===== config.mk =====
export PLATFORM = sky130hd
export DESIGN_NAME = ik_swift_ctrl_flat
export DESIGN_NICKNAME = d
export VERILOG_FILES = /design/src/rtl/ik_swift_ctrl_pkg.sv /design/src/rtl/ik_swift_ctrl_if.sv /design/src/rtl/ik_swift_ctrl_regs.sv /design/src/rtl/ik_swift_ctrl.sv /design/src/flat_wrapper.sv
export SDC_FILE = /design/constraint.sdc
export NUM_CORES = 2
export LEC_CHECK = 0
export CAP_MARGIN = 20
export CORE_AREA = 2 2 445 447
export DETAILED_ROUTE_END_ITERATION = 7
export DIE_AREA = 0 0 447 449
export DONT_BUFFER_PORTS = 1
export HOLD_SLACK_MARGIN = 0.02
export PLACE_DENSITY = 0.46
export SLEW_MARGIN = 20
export SYNTH_ARGS = -nofsm -noshare
export SYNTH_HDL_FRONTEND = slang
export SYNTH_HIERARCHICAL = 1
export SYNTH_SLANG_ARGS = --single-unit

===== constraint.sdc =====
create_clock -name clk -period 6.7 [get_ports clk]
set_input_delay 1.34 -clock clk [delete_from_list [all_inputs] [get_ports clk]]
set_output_delay 1.34 -clock clk [all_outputs]
set_load 0.01 [all_outputs]

===== src/rtl/ik_swift_ctrl_pkg.sv =====
// ---------------------------------------------------------------------------
// ik_swift_ctrl_pkg
// Shared types and constants for the ik_swift solver controller:
//   - word_t    : one datapath word at the default solver width
//   - state_e   : sequencer states
//   - ADDR_*    : word addresses of the host register map
//   - CTRL_* / STATUS_* : bit positions inside CTRL and STATUS
// ---------------------------------------------------------------------------
package ik_swift_ctrl_pkg;

    localparam int WIDTH_DEF = 27;
    typedef logic [WIDTH_DEF-1:0] word_t;

    typedef enum logic [1:0] {
        IDLE,
        CLEAR,
        RUN,
        CAPTURE
    } state_e;

    // Register map (word addresses)
    localparam int ADDR_DH_BASE     = 0;   // 24 words, address = 4*j + p
    localparam int ADDR_TARGET_BASE = 24;  // 6 words
    localparam int ADDR_Z_BASE      = 30;  // 3 words
    localparam int ADDR_JTYPE       = 33;
    localparam int ADDR_CTRL        = 34;
    localparam int ADDR_STATUS      = 35;
    localparam int ADDR_IRQ_EN      = 36;
    localparam int ADDR_DELTA_BASE  = 40;  // 6 words, read only

    // CTRL bits
    localparam int CTRL_START      = 0;
    localparam int CTRL_CLEAR_DONE = 1;

    // STATUS bits
    localparam int STATUS_BUSY    = 0;
    localparam int STATUS_DONE    = 1;
    localparam int STATUS_CNT_LSB = 8;

    // Solve-cycle counter; wide enough for the largest legal latency (255)
    localparam int CNT_W = 8;

endpackage


===== src/rtl/ik_swift_ctrl_if.sv =====
// ---------------------------------------------------------------------------
// ik_swift_ctrl_if
// Host register bus carried into the controller.
//   chipselect : access qualifier
//   write/read : strobes, qualified by chipselect
//   address    : word address (ADDR_W)
//   writedata  : write data (DATA_W)
//   readdata   : registered read data (DATA_W), driven by the slave
// Modports: master (host side), slave (controller side).
// ---------------------------------------------------------------------------
interface ik_swift_ctrl_if #(
    parameter int ADDR_W = 6,
    parameter int DATA_W = 32
);
    logic              chipselect;
    logic              write;
    logic              read;
    logic [ADDR_W-1:0] address;
    logic [DATA_W-1:0] writedata;
    logic [DATA_W-1:0] readdata;

    modport master (
        output chipselect, write, read, address, writedata,
        input  readdata
    );

    modport slave (
        input  chipselect, write, read, address, writedata,
        output readdata
    );
endinterface


===== src/rtl/ik_swift_ctrl_regs.sv =====
// ---------------------------------------------------------------------------
// ik_swift_ctrl_regs
// Register file of the controller: solver staging words, captured delta
// results, optional IRQ_EN, and the registered read multiplexer.
// Ports:
//   clk, rst        : clock, synchronous active-high reset
//   bus             : host register bus (slave modport), drives readdata
//   busy            : solve in progress; staging writes are dropped
//   capture         : latch eng_delta into the result registers this cycle
//   done, cnt       : sequencer status fields shown in STATUS
//   eng_delta       : solver result input
//   z, joint_type, dh_param, target : staged solver inputs
//   irq_en          : IRQ_EN bit (only with IK_SWIFT_CTRL_IRQ_EN)
// ---------------------------------------------------------------------------
module ik_swift_ctrl_regs
    import ik_swift_ctrl_pkg::*;
#(
    parameter int WIDTH  = WIDTH_DEF,
    parameter int ADDR_W = 6,
    parameter int DATA_W = 32
) (
    input  logic                         clk,
    input  logic                         rst,
    ik_swift_ctrl_if.slave               bus,
    input  logic                         busy,
    input  logic                         capture,
    input  logic                         done,
    input  logic [CNT_W-1:0]             cnt,
    input  logic [5:0][WIDTH-1:0]        eng_delta,
    output logic [2:0][WIDTH-1:0]        z,
    output logic [5:0]                   joint_type,
    output logic [5:0][3:0][WIDTH-1:0]   dh_param,
    output logic [5:0][WIDTH-1:0]        target
`ifdef IK_SWIFT_CTRL_IRQ_EN
    ,
    output logic                         irq_en
`endif
);

    logic [5:0][3:0][WIDTH-1:0] dh_q, dh_d;
    logic [5:0][WIDTH-1:0]      target_q, target_d;
    logic [2:0][WIDTH-1:0]      z_q, z_d;
    logic [5:0]                 jtype_q, jtype_d;
    logic [5:0][WIDTH-1:0]      delta_q, delta_d;
    logic [DATA_W-1:0]          readdata_q, readdata_d;
    logic [DATA_W-1:0]          rd_mux;
`ifdef IK_SWIFT_CTRL_IRQ_EN
    logic                       irq_en_q, irq_en_d;
`endif

    logic             wr_en;
    logic             rd_en;
    logic [WIDTH-1:0] wr_word;
    logic             unused_wdata;

    assign wr_en   = bus.chipselect & bus.write;
    assign rd_en   = bus.chipselect & bus.read;
    assign wr_word = bus.writedata[WIDTH-1:0];
    // Upper write-data bits are architecturally ignored.
    assign unused_wdata = ^bus.writedata;

    // Next-state for every register. Staging is frozen while busy so the
    // solver sees stable inputs for the whole solve.
    always_comb begin
        // NOTE: every output of this block gets a default first, so no path
        // leaves a variable unassigned and no latch is inferred.
        dh_d       = dh_q;
        target_d   = target_q;
        z_d        = z_q;
        jtype_d    = jtype_q;
        delta_d    = delta_q;
        readdata_d = readdata_q;
`ifdef IK_SWIFT_CTRL_IRQ_EN
        irq_en_d   = irq_en_q;
        if (wr_en && bus.address == ADDR_W'(ADDR_IRQ_EN))
            irq_en_d = bus.writedata[0];
`endif
        if (wr_en && !busy) begin
            for (int j = 0; j < 6; j++)
                for (int p = 0; p < 4; p++)
                    if (bus.address == ADDR_W'(ADDR_DH_BASE + 4*j + p))
                        dh_d[j][p] = wr_word;
            for (int i = 0; i < 6; i++)
                if (bus.address == ADDR_W'(ADDR_TARGET_BASE + i))
                    target_d[i] = wr_word;
            for (int i = 0; i < 3; i++)
                if (bus.address == ADDR_W'(ADDR_Z_BASE + i))
                    z_d[i] = wr_word;
            if (bus.address == ADDR_W'(ADDR_JTYPE))
                jtype_d = bus.writedata[5:0];
        end
        if (capture)
            delta_d = eng_delta;
        // readdata holds between reads
        if (rd_en)
            readdata_d = rd_mux;
    end

    // Read multiplexer; 27-bit words are sign-extended to the bus width.
    always_comb begin
        rd_mux = '0;
        for (int j = 0; j < 6; j++)
            for (int p = 0; p < 4; p++)
                if (bus.address == ADDR_W'(ADDR_DH_BASE + 4*j + p))
                    rd_mux = DATA_W'($signed(dh_q[j][p]));
        for (int i = 0; i < 6; i++) begin
            if (bus.address == ADDR_W'(ADDR_TARGET_BASE + i))
                rd_mux = DATA_W'($signed(target_q[i]));
            if (bus.address == ADDR_W'(ADDR_DELTA_BASE + i))
                rd_mux = DATA_W'($signed(delta_q[i]));
        end
        for (int i = 0; i < 3; i++)
            if (bus.address == ADDR_W'(ADDR_Z_BASE + i))
                rd_mux = DATA_W'($signed(z_q[i]));
        if (bus.address == ADDR_W'(ADDR_JTYPE))
            rd_mux[5:0] = jtype_q;
        if (bus.address == ADDR_W'(ADDR_STATUS)) begin
            rd_mux[STATUS_BUSY]                = busy;
            rd_mux[STATUS_DONE]                = done;
            rd_mux[STATUS_CNT_LSB +: CNT_W]    = cnt;
        end
`ifdef IK_SWIFT_CTRL_IRQ_EN
        if (bus.address == ADDR_W'(ADDR_IRQ_EN))
            rd_mux[0] = irq_en_q;
`endif
    end

    always_ff @(posedge clk) begin
        // NOTE: the staging and delta arrays are reset because the solver
        // inputs and results must read back as zero after rst, not as
        // whatever the array held before.
        if (rst) begin
            dh_q       <= '0;
            target_q   <= '0;
            z_q        <= '0;
            jtype_q    <= '0;
            delta_q    <= '0;
            readdata_q <= '0;
`ifdef IK_SWIFT_CTRL_IRQ_EN
            irq_en_q   <= 1'b0;
`endif
        end else begin
            // NOTE: sequential state uses non-blocking assignments so every
            // flop samples the pre-edge value of its _d input.
            dh_q       <= dh_d;
            target_q   <= target_d;
            z_q        <= z_d;
            jtype_q    <= jtype_d;
            delta_q    <= delta_d;
            readdata_q <= readdata_d;
`ifdef IK_SWIFT_CTRL_IRQ_EN
            irq_en_q   <= irq_en_d;
`endif
        end
    end

    assign bus.readdata = readdata_q;
    assign dh_param     = dh_q;
    assign target       = target_q;
    assign z            = z_q;
    assign joint_type   = jtype_q;
`ifdef IK_SWIFT_CTRL_IRQ_EN
    assign irq_en       = irq_en_q;
`endif

endmodule


===== src/rtl/ik_swift_ctrl.sv =====
// ---------------------------------------------------------------------------
// ik_swift_ctrl
// Bus-slave sequencer owning one ik_swift solver. The host stages the arm
// description, writes CTRL.start; the controller pulses eng_rst for one
// cycle, holds eng_en for LATENCY cycles, captures eng_delta and sets the
// sticky done flag.
// Ports:
//   clk, rst            : clock, synchronous active-high reset
//   bus                 : host register bus (slave modport)
//   eng_rst, eng_en     : solver reset / enable
//   eng_z, eng_joint_type, eng_dh_param, eng_target : staged solver inputs
//   eng_delta           : solver result
//   irq                 : done & IRQ_EN, registered (only with the macro)
// Optional feature macro: IK_SWIFT_CTRL_IRQ_EN (adds irq and IRQ_EN reg 36).
// ---------------------------------------------------------------------------
module ik_swift_ctrl
    import ik_swift_ctrl_pkg::*;
#(
    parameter int WIDTH   = WIDTH_DEF,
    parameter int LATENCY = 64,
    parameter int ADDR_W  = 6,
    parameter int DATA_W  = 32
) (
    input  logic                         clk,
    input  logic                         rst,
    ik_swift_ctrl_if.slave               bus,
    output logic                         eng_rst,
    output logic                         eng_en,
    output logic [2:0][WIDTH-1:0]        eng_z,
    output logic [5:0]                   eng_joint_type,
    output logic [5:0][3:0][WIDTH-1:0]   eng_dh_param,
    output logic [5:0][WIDTH-1:0]        eng_target,
    input  logic [5:0][WIDTH-1:0]        eng_delta
`ifdef IK_SWIFT_CTRL_IRQ_EN
    ,
    output logic                         irq
`endif
);

    state_e           state_q, state_d;
    logic [CNT_W-1:0] cnt_q, cnt_d;
    logic             done_q, done_d;
    logic             en_q, en_d;
    logic             clr_q, clr_d;

    logic ctrl_wr;
    logic start_req;
    logic clear_req;
    logic busy;
`ifdef IK_SWIFT_CTRL_IRQ_EN
    logic irq_en;
    logic irq_q, irq_d;
`endif

    assign ctrl_wr   = bus.chipselect & bus.write & (bus.address == ADDR_W'(ADDR_CTRL));
    assign start_req = ctrl_wr & bus.writedata[CTRL_START];
    assign clear_req = ctrl_wr & bus.writedata[CTRL_CLEAR_DONE];
    assign busy      = (state_q != IDLE);

    always_comb begin
        state_d = state_q;
        cnt_d   = cnt_q;
        done_d  = done_q;
        unique case (state_q)
            IDLE: begin
                if (start_req) begin
                    state_d = CLEAR;
                    cnt_d   = '0;
                end
            end
            CLEAR: begin
                state_d = RUN;
                cnt_d   = '0;
            end
            RUN: begin
                cnt_d = cnt_q + 1'b1;
                if (cnt_q == CNT_W'(LATENCY - 1))
                    state_d = CAPTURE;
            end
            CAPTURE: state_d = IDLE;
            default: state_d = IDLE;
        endcase

        // An accepted start wins over everything (start + clear_done still
        // starts). Completion wins over a clear_done in the capture cycle so
        // a finished solve is never lost.
        if (state_q == IDLE && start_req)
            done_d = 1'b0;
        else if (state_q == CAPTURE)
            done_d = 1'b1;
        else if (clear_req)
            done_d = 1'b0;

        // Outputs are registered and aligned with the state they belong to.
        en_d  = (state_d == RUN);
        clr_d = (state_d == CLEAR);
    end

    always_ff @(posedge clk) begin
        if (rst) begin
            state_q <= IDLE;
            cnt_q   <= '0;
            done_q  <= 1'b0;
            en_q    <= 1'b0;
            clr_q   <= 1'b0;
        end else begin
            state_q <= state_d;
            cnt_q   <= cnt_d;
            done_q  <= done_d;
            en_q    <= en_d;
            clr_q   <= clr_d;
        end
    end

    // The solver is held in reset for every cycle rst is asserted, not only
    // from the edge after it, so a mid-solve rst stops the engine at once.
    assign eng_rst = rst | clr_q;
    assign eng_en  = en_q & ~rst;

`ifdef IK_SWIFT_CTRL_IRQ_EN
    assign irq_d = done_q & irq_en;

    always_ff @(posedge clk) begin
        if (rst) irq_q <= 1'b0;
        else     irq_q <= irq_d;
    end

    assign irq = irq_q;
`endif

    ik_swift_ctrl_regs #(
        .WIDTH  (WIDTH),
        .ADDR_W (ADDR_W),
        .DATA_W (DATA_W)
    ) u_regs (
        .clk        (clk),
        .rst        (rst),
        .bus        (bus),
        .busy       (busy),
        .capture    (state_q == CAPTURE),
        .done       (done_q),
        .cnt        (cnt_q),
        .eng_delta  (eng_delta),
        .z          (eng_z),
        .joint_type (eng_joint_type),
        .dh_param   (eng_dh_param),
        .target     (eng_target)
`ifdef IK_SWIFT_CTRL_IRQ_EN
        ,
        .irq_en     (irq_en)
`endif
    );

endmodule


===== src/flat_wrapper.sv =====
// flat-port wrapper written by rule: the top's interface ports become plain ports
module ik_swift_ctrl_flat import ik_swift_ctrl_pkg::*;
#(
    parameter int WIDTH   = WIDTH_DEF,
    parameter int LATENCY = 64,
    parameter int ADDR_W  = 6,
    parameter int DATA_W  = 32
)
  (clk, rst, eng_rst, eng_en, eng_z, eng_joint_type, eng_dh_param, eng_target, eng_delta, bus_chipselect, bus_write, bus_read, bus_address, bus_writedata, bus_readdata);
  ik_swift_ctrl_if #(.ADDR_W(ADDR_W), .DATA_W(DATA_W)) bus_i ();
  input  logic clk;
  input  logic rst;
  output logic eng_rst;
  output logic eng_en;
  output logic [2:0][WIDTH-1:0] eng_z;
  output logic [5:0] eng_joint_type;
  output logic [5:0][3:0][WIDTH-1:0] eng_dh_param;
  output logic [5:0][WIDTH-1:0] eng_target;
  input  logic [5:0][WIDTH-1:0] eng_delta;
  input wire logic [$bits(bus_i.chipselect)-1:0] bus_chipselect;
  input wire logic [$bits(bus_i.write)-1:0] bus_write;
  input wire logic [$bits(bus_i.read)-1:0] bus_read;
  input wire logic [$bits(bus_i.address)-1:0] bus_address;
  input wire logic [$bits(bus_i.writedata)-1:0] bus_writedata;
  output wire logic [$bits(bus_i.readdata)-1:0] bus_readdata;
  assign bus_i.chipselect = bus_chipselect;
  assign bus_i.write = bus_write;
  assign bus_i.read = bus_read;
  assign bus_i.address = bus_address;
  assign bus_i.writedata = bus_writedata;
  assign bus_readdata = bus_i.readdata;
  ik_swift_ctrl #(.WIDTH(WIDTH), .LATENCY(LATENCY), .ADDR_W(ADDR_W), .DATA_W(DATA_W)) u_core (.clk(clk), .rst(rst), .bus(bus_i), .eng_rst(eng_rst), .eng_en(eng_en), .eng_z(eng_z), .eng_joint_type(eng_joint_type), .eng_dh_param(eng_dh_param), .eng_target(eng_target), .eng_delta(eng_delta));
endmodule

==> flow_metrics.py <==
metrics = {
    "hold_path": {
        "hold_path.class": "flop to flop",
    },
    "global_routing": {
        "grt_max_degree": 1111,
        "grt_usage_pct": 33.48,
        "overflow": 0,
        "grt_pass1_vias": 45820,
        "antenna_found_initial": 46,
        "grt_pass1_wl_um": 456800,
    },
    "timing": {
        "tightest_slew_ps": 1450,
        "finClkSkew_ps": 25.57,
        "timing.final.ws_setup_ps": 1858,
        "setup_viol": 0,
        "slew_headroom_pct": 3.318,
        "hold-worst-slack_ps": 489.8,
        "rsz0062_at_grt": "false",
        "final.period_utilization_pct": 72.27,
        "final.setup.tns_ps": 0,
        "finalHoldViolCount": 0,
        "max_clock_freq_mhz": 206.5,
        "period_minus_slack_ps": 4842,
        "final_max_slew_viol_count": 0,
    },
    "drt": {
        "drc_errors": 0,
        "drt_first_pass_iters": 8,
        "vias": 51040,
        "postRouteAntennaNets": 0,
        "avgViaCountPerCell": 5.832,
        "drt_iter0_drc": 7824,
        "routed_wl_um": 353000,
        "routedWlPerCell_um": 40.34,
    },
    "synth": {
        "synth_warnings": 6,
        "synth_mux_area_share_pct": 6.187,
        "synth_top_area_cell": "dfxtp_1",
        "synth.area.top_cells": "dfxtp_1 (46%), nand2_1 (15%), a21oi_1 (11%), mux2i_1 (4.5%), clkbuf_1 (3.2%)",
        "synthFlopType": "dfxtp_1",
        "synth_top_family_by_area": "simple AND/OR/NAND/NOR gates",
        "yosysUniqueCellTypes": 85,
        "syn_area_per_cell_um2": 7.683,
        "ys_seq_area_share_pct": 45.98,
        "syn_inst": 6227,
        "synth_fp_nets": 6438,
        "synth_xor_area_share_pct": 0,
        "synth_compound_area_share_pct": 21.08,
        "synthSimpleGateAreaFrac_pct": 21.66,
        "synth_top_area_share_pct": 45.98,
        "ys_async_sr_fraction_pct": 0,
        "synthesis.area_um2": 47840,
        "yosys.area_share.adder_pct": 0.1569,
        "ys_ff_latch": 1099,
        "synth_edf_count": 0,
    },
    "cells_and_area": {
        "final_core_util_pct": 28.26,
        "area_delta_synth_final_pct": 15.90,
        "nets": 6191,
        "finalNonFillerCells": 8752,
        "layout_common_cells": "nand2_1 (1961), dfxtp_1 (1099), a21oi_1 (1062), nor2_1 (316), mux2i_1 (217)",
        "final_common_cell": "nand2_1",
        "drive_gt1_share_pct": 8.886,
    },
    "cts": {
        "cts_sinks": 1099,
        "cts_made_buffers": 140,
        "clockBufferDepth": 3,
        "clk_latency_ps": 820,
        "cts_tree": "done",
        "clkSlewWorstSetupHoldPaths_ps": 60,
        "cts_setup_buffers": 0,
        "cts_max_level": 4,
        "cts_resized": 0,
        "cts-root-buf": "clkbuf_16",
        "postCtsHoldBufs": 0,
    },
    "worst_setup_path": {
        "path_max_fanout": 142,
        "cp_top_family": "compound AO/OA/AOI/OAI gates",
        "cp-start-kind": "input port",
        "crit_top_cell": "buf_4",
        "slowest_stage": "nand2b_2",
        "crit_buf_inv": 2,
        "cp_cell_sequence": "nand2b_2, nor2_1, buf_4, a221o_1, o31ai_1, buf_4, o211ai_1, a221oi_1, o22ai_1",
        "cp.arrival_ps": 5500,
        "slowest_delay_ps": 830,
        "critical_path_class": "input port to flop",
        "worst_setup_path_end_kind": "flop",
        "crit_required_ps": 7350,
    },
    "power": {
        "power.leakage_nw": 17.61,
        "irDropWorstVdd_mv": 0.2672,
        "power.density_nw_per_um2": 274.6,
    },
    "floorplan": {
        "design.core.area_um2": 196200,
        "ioPinCount": 1136,
        "dieArea_um2": 200700,
        "rows": 163,
        "die_x_um": 447,
        "initial_core_util_pct": 24.39,
        "die_h_um": 449,
    },
    "placed_design": {
        "dp.cells": 8472,
        "io_buffers": 0,
        "pre_cts_ws_ps": 1189,
        "gp_congestion": 0.9681,
        "dp_hpwl_um": 249300,
    },
    "flow_run": {
        "maxCapViolations": 0,
    },
    "outcome": {
        "run_status": "complete, no violations",
    },
}
-- where the power goes --
group / switching (W) / internal (W) / total (W)
Combinational: 0.000488 / 0.000151 / 0.000639
Sequential: 0.0000560 / 0.00656 / 0.00661
Clock: 0.00331 / 0.00467 / 0.00798
-- final cells by class --
class | instances | area (um2)
sequential | 1099 | 22000
tap | 2640 | 3303
clock inverter | 48 | 641.9
clock buffer | 202 | 4109
timing repair buffer | 177 | 1481
antenna | 24 | 60.06
inverter | 13 | 48.80
fill | 21190 | 140700
multi-input combinational | 4549 | 23810
-- sequential cells by signal, indices dropped and copies added, names as in the netlist --
name                        count
u_core/state_q                  2
u_core/en_q                     1
u_core/cnt_q                    8
u_core/u_regs/bus.readdata     27
u_core/u_regs/z                81
u_core/done_q                   1
u_core/u_regs/dh_param        648
u_core/clr_q                    1
u_core/u_regs/delta_q         162
u_core/u_regs/joint_type        6
u_core/u_regs/target          162
-- worst min-delay path, cell delays in order (launching register included) --
cell     delay [ps]
dfxtp_1         320
mux2i_1          60
nor2_1           70
-- final timing paths --
check                             start                       endpoint  slack (ps)  cells past startpoint
max                      bus_address[0]  u_core/u_regs/bus.readdata[4]        1860                      9
min          u_core/u_regs/delta_q[133]     u_core/u_regs/delta_q[133]         490                      2
max reg2reg  u_core/u_regs/dh_param[63]  u_core/u_regs/bus.readdata[9]        3180                      7
min reg2reg  u_core/u_regs/delta_q[133]     u_core/u_regs/delta_q[133]         490                      2
-- cells by family after synthesis --
family	Yosys count
buffers and inverters	579
multiplexers	266
adder cells (fa/ha/maj)	6
flip-flops	1099
AO/OA/AOI/OAI	1703
AND/OR/NAND/NOR	2574
-- Yosys cell counts, drive strengths merged, types with 17 or more instances --
cell and instances:
o21ai 120, mux2i 217, a21oi 1062, a221oi 57, nor3 54, clkbuf 429, o211ai 31, mux2 28
o2bb2ai 19, nor2 351, nand4 19, nand2 1965, mux4 21, a211oi 18, nand3 73, o22ai 102
dfxtp 1099, buf 137, a22oi 82, and3 26, o221ai 34, a2111oi 17, a221o 22
-- metal layers --
metal	up-vias	wire length, um	global-route usage, %
li1	21050	-	-
met1	25140	127200	39.08
met2	3953	156900	51.77
met3	875	45210	12.99
met4	22	23610	19.70
met5	-	159	0
-- stage by stage --
stage,total power [W],instance area [um2]
6_report,0.01523,55450
5_1_grt,0.01557,55420
4_1_cts,0.01518,55240
3_5_place_dp,0.007272,50490
3_3_place_gp,0.007270,50430
2_1_floorplan,0.007145,47840
Note: power is estimated with default switching activity, not from simulation.
